[src/rtl/fetch_ctrl.sv]
// -----------------------------------------------------------------------------
// fetch_ctrl
//
// Instruction fetch sequencer that sits between a 1-cycle registered
// instruction memory and the decode stage.
//
// A word-indexed fetch PC drives the memory. Each returned word is paired with
// the PC that requested it and queued in a 2-entry in-order buffer. Decode
// takes entries from that buffer over a valid/ready handshake.
//
// A new fetch is issued only if the buffer is sure to have room for it when
// its data comes back. That check counts buffered entries plus the read still
// in flight, minus the entry decode takes this cycle, so the buffer can never
// overflow.
//
// A redirect does four things in the cycle it is asserted:
//   - completes any handshake happening in that cycle,
//   - flushes the entries left in the buffer,
//   - drops the read returning in that cycle,
//   - loads the target PC, with no issue in that cycle.
// Because nothing is issued while a redirect is asserted, no stale read can
// still be in flight afterwards, so no separate squash flag is kept.
//
// When the fetch PC is outside 0..MEM_DEPTH-1, fault is raised and issue
// stops. Entries already in the buffer still drain. Only reset or a redirect
// to an in-range PC clears fault.
//
// Ports:
//   clk             in   1   rising-edge clock
//   reset           in   1   synchronous, active-high reset
//   imem_pc         out  32  word index presented to instruction memory
//   imem_inst       in   32  memory data, valid the cycle after imem_pc sampled
//   redirect_valid  in   1   branch/jump taken this cycle
//   redirect_pc     in   32  redirect target word index
//   out_valid       out  1   instruction available to decode
//   out_ready       in   1   decode accepts this cycle
//   out_inst        out  32  head instruction word
//   out_pc          out  32  word index of out_inst
//   fault           out  1   fetch PC out of range; fetch halted
// -----------------------------------------------------------------------------
module fetch_ctrl #(
  parameter int          MEM_DEPTH = 128,
  parameter logic [31:0] RESET_PC  = 32'd0
) (
  input  logic        clk,
  input  logic        reset,
  output logic [31:0] imem_pc,
  input  logic [31:0] imem_inst,
  input  logic        redirect_valid,
  input  logic [31:0] redirect_pc,
  output logic        out_valid,
  input  logic        out_ready,
  output logic [31:0] out_inst,
  output logic [31:0] out_pc,
  output logic        fault
);

  localparam logic [31:0] PC_LIMIT = 32'(MEM_DEPTH);

  // Fetch-side state.
  logic [31:0] fetch_pc_q, fetch_pc_d;
  logic [31:0] req_pc_q,   req_pc_d;
  logic        inflight_q, inflight_d;

  // Two-entry output buffer, addressed by 1-bit read/write pointers.
  logic [31:0] ent_inst_q [2];
  logic [31:0] ent_pc_q   [2];
  logic        rd_ptr_q, rd_ptr_d;
  logic        wr_ptr_q, wr_ptr_d;
  logic [1:0]  count_q,  count_d;

  // Per-cycle control.
  logic        pop;
  logic        push;
  logic        issue;
  logic [2:0]  occ_after;

  // The memory address always follows the fetch register.
  assign imem_pc   = fetch_pc_q;

  // fault depends only on the fetch register.
  assign fault     = (fetch_pc_q >= PC_LIMIT);

  // The outputs always show the head entry.
  assign out_valid = (count_q != 2'd0);
  assign out_inst  = ent_inst_q[rd_ptr_q];
  assign out_pc    = ent_pc_q[rd_ptr_q];

  always_comb begin
    pop       = out_valid && out_ready;
    // A read returning in a redirect cycle belongs to the old path.
    push      = inflight_q && !redirect_valid;
    // out_valid implies count_q >= 1, so this subtraction cannot underflow.
    occ_after = {1'b0, count_q} + {2'b00, inflight_q} - {2'b00, pop};
    issue     = !redirect_valid && !fault && (occ_after <= 3'd1);
  end

  always_comb begin
    fetch_pc_d = fetch_pc_q;
    req_pc_d   = req_pc_q;
    inflight_d = issue;
    rd_ptr_d   = rd_ptr_q;
    wr_ptr_d   = wr_ptr_q;
    count_d    = count_q;

    if (redirect_valid) begin
      // The target is a word index and is used exactly as given.
      fetch_pc_d = redirect_pc;
    end else if (issue) begin
      fetch_pc_d = fetch_pc_q + 32'd1;
      req_pc_d   = fetch_pc_q;
    end

    if (redirect_valid) begin
      // A pop in this cycle still counts as accepted. Whatever is left in
      // the buffer belongs to the old path and is discarded.
      rd_ptr_d = 1'b0;
      wr_ptr_d = 1'b0;
      count_d  = 2'd0;
    end else begin
      rd_ptr_d = rd_ptr_q ^ pop;
      wr_ptr_d = wr_ptr_q ^ push;
      count_d  = count_q + {1'b0, push} - {1'b0, pop};
    end
  end

  always_ff @(posedge clk) begin
    if (reset) begin
      fetch_pc_q <= RESET_PC;
      req_pc_q   <= 32'd0;
      inflight_q <= 1'b0;
      rd_ptr_q   <= 1'b0;
      wr_ptr_q   <= 1'b0;
      count_q    <= 2'd0;
      for (int i = 0; i < 2; i++) begin
        ent_inst_q[i] <= 32'd0;
        ent_pc_q[i]   <= 32'd0;
      end
    end else begin
      fetch_pc_q <= fetch_pc_d;
      req_pc_q   <= req_pc_d;
      inflight_q <= inflight_d;
      rd_ptr_q   <= rd_ptr_d;
      wr_ptr_q   <= wr_ptr_d;
      count_q    <= count_d;
      if (push) begin
        ent_inst_q[wr_ptr_q] <= imem_inst;
        ent_pc_q[wr_ptr_q]   <= req_pc_q;
      end
    end
  end

endmodule

[config.mk]
export PLATFORM = sky130hd
export DESIGN_NAME = fetch_ctrl
export DESIGN_NICKNAME = d
export VERILOG_FILES = /design/src/rtl/fetch_ctrl.sv
export SDC_FILE = /design/constraint.sdc
export NUM_CORES = 1
export LEC_CHECK = 0
export BUFFER_PORTS_ARGS = -buffer_cell sky130_fd_sc_hd__clkbuf_2
export CAP_MARGIN = 15
export CORE_MARGIN = 1
export CORE_UTILIZATION = 50
export DETAILED_ROUTE_END_ITERATION = 6
export HOLD_SLACK_MARGIN = 0.08
export PLACE_DENSITY = 0.77
export SLEW_MARGIN = 40
export SYNTH_ARGS = -nofsm -noshare
export SYNTH_HDL_FRONTEND = slang
export SYNTH_SLANG_ARGS = --single-unit
[constraint.sdc]
create_clock -name clk -period 4.6 [get_ports clk]
set_input_delay 0.69 -clock clk [delete_from_list [all_inputs] [get_ports clk]]
set_output_delay 0.69 -clock clk [all_outputs]
set_load 0.02 [all_outputs]
==> impl_metrics.xml <==
<?xml version="1.0" encoding="UTF-8"?>
<metrics>
  <group name="status">
    <metric name="outcome" unit="">finished clean</metric>
  </group>
  <group name="sta">
    <metric name="period_minus_slack" unit="ns">2.985</metric>
    <metric name="max_slew.worst_pin.slew" unit="ns">0.8025</metric>
    <metric name="final_number_of_setup_violating_endpoints" unit="">0</metric>
    <metric name="min_period_over_period" unit="%">64.90</metric>
    <metric name="rsz0062_at_grt" unit="">false</metric>
    <metric name="maxSlewViolCount" unit="">0</metric>
    <metric name="fin_skew" unit="ns">0.009820</metric>
    <metric name="maxSlewHeadroom" unit="%">46.34</metric>
    <metric name="fin_tns_setup" unit="ns">0</metric>
    <metric name="final_hold_viol_count" unit="">0</metric>
    <metric name="max_freq" unit="GHz">0.3350</metric>
  </group>
  <group name="run">
    <metric name="timing.max_cap.violations" unit="">0</metric>
  </group>
  <group name="power">
    <metric name="clkPwrFrac" unit="%">39.9</metric>
    <metric name="p_int" unit="mW">2.800</metric>
    <metric name="sequential_power_share" unit="%">53.0</metric>
    <metric name="total_leakage_power" unit="nW">4.068</metric>
    <metric name="ir_drop_worst_case_vdd" unit="V">0.0002611</metric>
    <metric name="pwr_density_cell" unit="mW/mm^2">375.0</metric>
    <metric name="total_switching_power" unit="mW">0.8973</metric>
    <metric name="combinationalPowerShare" unit="%">7.1</metric>
    <metric name="sw_frac_of_total" unit="%">24.27</metric>
  </group>
  <group name="clock_network">
    <metric name="clock-root-buffer" unit="">sky130_fd_sc_hd__clkbuf_16</metric>
    <metric name="maximum_level_of_the_cts_h_tree" unit="">4</metric>
    <metric name="cts_repair_resize_count" unit="">0</metric>
    <metric name="clock_sinks" unit="">197</metric>
    <metric name="clock_insertion_delay_worst_skew" unit="ns">0.43</metric>
    <metric name="tritoncts_clock_tree" unit="">yes</metric>
    <metric name="clk_path_buf_depth" unit="">2</metric>
    <metric name="worst_setup_hold_path_clk_slew" unit="ns">0.07</metric>
    <metric name="tritoncts.num_buffers" unit="">17</metric>
    <metric name="postCtsHoldBufs" unit="">0</metric>
    <metric name="cts_setup_buffers" unit="">0</metric>
  </group>
  <group name="worst_hold_path">
    <metric name="min_path_type" unit="">flip-flop to flip-flop</metric>
    <metric name="hold-path-endpoint" unit="">req_pc_q[18]</metric>
    <metric name="min-delay-start" unit="">req_pc_q[18]</metric>
    <metric name="timing.hold.worst_path_depth" unit="">1</metric>
  </group>
  <group name="floorplan">
    <metric name="die-area" unit="sq mm">0.01698</metric>
    <metric name="die_w" unit="um">130.3</metric>
    <metric name="core_region_area" unit="sq mm">0.01600</metric>
    <metric name="fp.dieH" unit="um">130.3</metric>
    <metric name="initial_standard_cell_utilization_of_the_core" unit="%">51.43</metric>
    <metric name="fp-row-count" unit="">46</metric>
    <metric name="io_pins" unit="">166</metric>
  </group>
  <group name="finish">
    <metric name="layout_common_cells" unit="">sky130_fd_sc_hd__clkbuf_2, sky130_fd_sc_hd__and2_1, sky130_fd_sc_hd__edfxtp_1</metric>
    <metric name="final_layout_size_suffix_gt1_share" unit="%">35.72</metric>
    <metric name="area_of_combinational_cells_with_multiple_inputs" unit="sq mm">0.002859</metric>
    <metric name="postLayoutCellArea" unit="sq mm">0.009861</metric>
    <metric name="design.final.nets" unit="">855</metric>
    <metric name="final-seq-area" unit="sq mm">0.005226</metric>
    <metric name="syn_to_final_growth" unit="%">19.83</metric>
    <metric name="mostFrequentLayoutCell" unit="">sky130_fd_sc_hd__clkbuf_2</metric>
    <metric name="layout.core_utilization" unit="%">61.63</metric>
    <metric name="num-fill-cells" unit="">1265</metric>
    <metric name="number_of_inserted_diodes" unit="">0</metric>
  </group>
  <group name="drt">
    <metric name="wl_per_cell" unit="um">16.11</metric>
    <metric name="route.final.wire_length" unit="um">16280</metric>
    <metric name="detailedRoute.firstPassIterationCount" unit="">4</metric>
    <metric name="dr.first_iter.drc_count" unit="">310</metric>
    <metric name="vias" unit="">5265</metric>
    <metric name="via_per_inst" unit="">5.208</metric>
    <metric name="remaining_drc_errors" unit="">0</metric>
    <metric name="drtAntennaViolNets" unit="">0</metric>
  </group>
  <group name="synthesis">
    <metric name="synth_warn" unit="">0</metric>
    <metric name="synth.net_count" unit="">701</metric>
    <metric name="post_synth_inst_count" unit="">628</metric>
    <metric name="seq_area_frac_synth" unit="%">63.49</metric>
    <metric name="yosys_register_bits" unit="">197</metric>
    <metric name="syn-cell-area" unit="sq mm">0.008229</metric>
    <metric name="postSynthAreaPerCell" unit="sq um">13.10</metric>
    <metric name="yosys.cell_types.count" unit="">39</metric>
  </group>
  <group name="global_routing">
    <metric name="track_usage" unit="%">19.86</metric>
    <metric name="grt_antenna_before_repair" unit="">0</metric>
    <metric name="grt_pass1_vias" unit="">5299</metric>
    <metric name="grt_max_degree" unit="">65</metric>
    <metric name="grt_pass1_wl" unit="um">25740</metric>
    <metric name="gr-total-overflow" unit="">0</metric>
  </group>
  <group name="placement">
    <metric name="globalplace.congestion" unit="">0.8529</metric>
    <metric name="buffer_ports.inserted" unit="">165</metric>
    <metric name="hpwlAfterDp" unit="um">10530</metric>
    <metric name="dpl-instance-area" unit="sq mm">0.009273</metric>
  </group>
  <group name="setup_path">
    <metric name="critical_path_fanouts_max" unit="">48</metric>
    <metric name="worstRegToRegCells" unit="">9</metric>
    <metric name="rr_startpoint" unit="">count_q[1]</metric>
    <metric name="critical_path.startpoint_type" unit="">flip-flop</metric>
    <metric name="wp_data_required" unit="ns">3.91</metric>
    <metric name="cp_data_arrival_time" unit="ns">2.30</metric>
    <metric name="end_kind" unit="">output port</metric>
    <metric name="rrSetupSlack" unit="ns">1.75</metric>
    <metric name="regToRegEndpoint" unit="">req_pc_q[11]</metric>
    <metric name="path_class" unit="">flip-flop to output port</metric>
  </group>
</metrics>
==> power by group through the flow <==
| stage | Sequential (mW) | Clock [mW] | Combinational [mW] |
|---|---|---|---|
| CTS | 1.96 | 1.50 | 0.265 |
| global route | 1.97 | 1.56 | 0.285 |
| floorplan | 2.01 | 0 | 0.143 |
| global placement | 1.99 | 0 | 0.255 |
| detailed placement | 2.00 | 0 | 0.263 |
| finish | 1.96 | 1.48 | 0.263 |
==> critical path: stages (launching register included) <==
cell                       delay, ns
sky130_fd_sc_hd__dfxtp_2        0.63
sky130_fd_sc_hd__buf_4          0.62
sky130_fd_sc_hd__mux2_2         0.42
sky130_fd_sc_hd__clkbuf_2       0.16
==> layout make-up <==
type	count	area share (%)
clock buffers	17	4.314
clock inverters	15	1.624
inverters	5	0.1903
multi-input cells	386	28.99
flip-flops and latches	197	53.00
well taps	216	2.741
repair buffers	175	9.136
==> stage by stage <==
stage / setup slack, ns / hold slack, ns / power, mW / cells
3_3_place_gp: 1.383 / 0.4480 / 2.249 / 979
5_1_grt: 1.464 / 0.4954 / 3.807 / 1011
2_1_floorplan: 0.1535 / 0.4355 / 2.156 / 628
3_5_place_dp: 1.406 / 0.4493 / 2.263 / 979
4_1_cts: 1.544 / 0.4719 / 3.720 / 1011
6_report: 1.615 / 0.4705 / 3.698 / 1011
==> kinds of logic (layout without fill, tap and decap cells) <==
logic type	Yosys count	after routing	synth area share [%]
compound gates	39	39	3.436
xor+xnor	6	6	0.6387
fa+ha+maj	5	5	0.8515
buf+inv	45	212	2.235
flops	197	197	63.49
mux	90	90	11.92
simple gates	246	246	17.42
==> per-layer routing <==
metal | wire (um) | part of all wire, % | GRT usage, % | vias to the layer above
met5 | 0 | 0 | 0 | -
met1 | 7122 | 44 | 24.23 | 2538
met4 | 210 | 1.3 | 7.456 | 0
met3 | 970 | 6.0 | 5.043 | 17
li1 | - | - | - | 2544
met2 | 7981 | 49 | 33.89 | 166
==> worst max-delay path by stage <==
stage	to	from	cells after the start	slack (ns)
floorplan	ent_inst_q[0][0]	redirect_valid	2	0.15
global placement	req_pc_q[16]	out_ready	10	1.38
detailed placement	req_pc_q[22]	out_ready	10	1.41
CTS	out_inst[26]	rd_ptr_q	3	1.54
global route	out_inst[26]	rd_ptr_q	3	1.46
finish	out_inst[26]	rd_ptr_q	3	1.61
==> synth_stat cells (all sizes together) <==
cell / instances / area share [%]
a21oi: 9 / 0.55
a31oi: 7 / 0.53
and2: 153 / 12
and3: 1 / 0.076
and4: 1 / 0.11
buf: 11 / 0.68
clkbuf: 29 / 1.3
dfxtp: 69 / 17
edfxtp: 128 / 47
fa: 1 / 0.24
ha: 4 / 0.61
inv: 5 / 0.23
mux2: 64 / 8.8
mux2i: 26 / 3.2
nand2: 14 / 0.64
nand2b: 3 / 0.23
nand3: 2 / 0.12
nand4: 15 / 1.1
nor2: 31 / 1.4
nor2b: 2 / 0.15
nor3: 9 / 0.55
nor3b: 1 / 0.091
nor4: 5 / 0.38
o21ai: 3 / 0.18
o21bai: 1 / 0.091
o311ai: 7 / 0.75
o31ai: 7 / 0.64
o41a: 5 / 0.70
or2: 4 / 0.33
or3: 3 / 0.29
or4: 2 / 0.27
xnor2: 3 / 0.32
xor2: 3 / 0.32
==> flip-flops by register name, indices dropped and copies added (netlist names) <==
register	cells
wr_ptr_q	1
req_pc_q	32
rd_ptr_q	1
count_q	2
imem_pc	32
inflight_q	1
ent_pc_q	64
ent_inst_q	64
No activity file was read; power rests on OpenSTA's default activity.
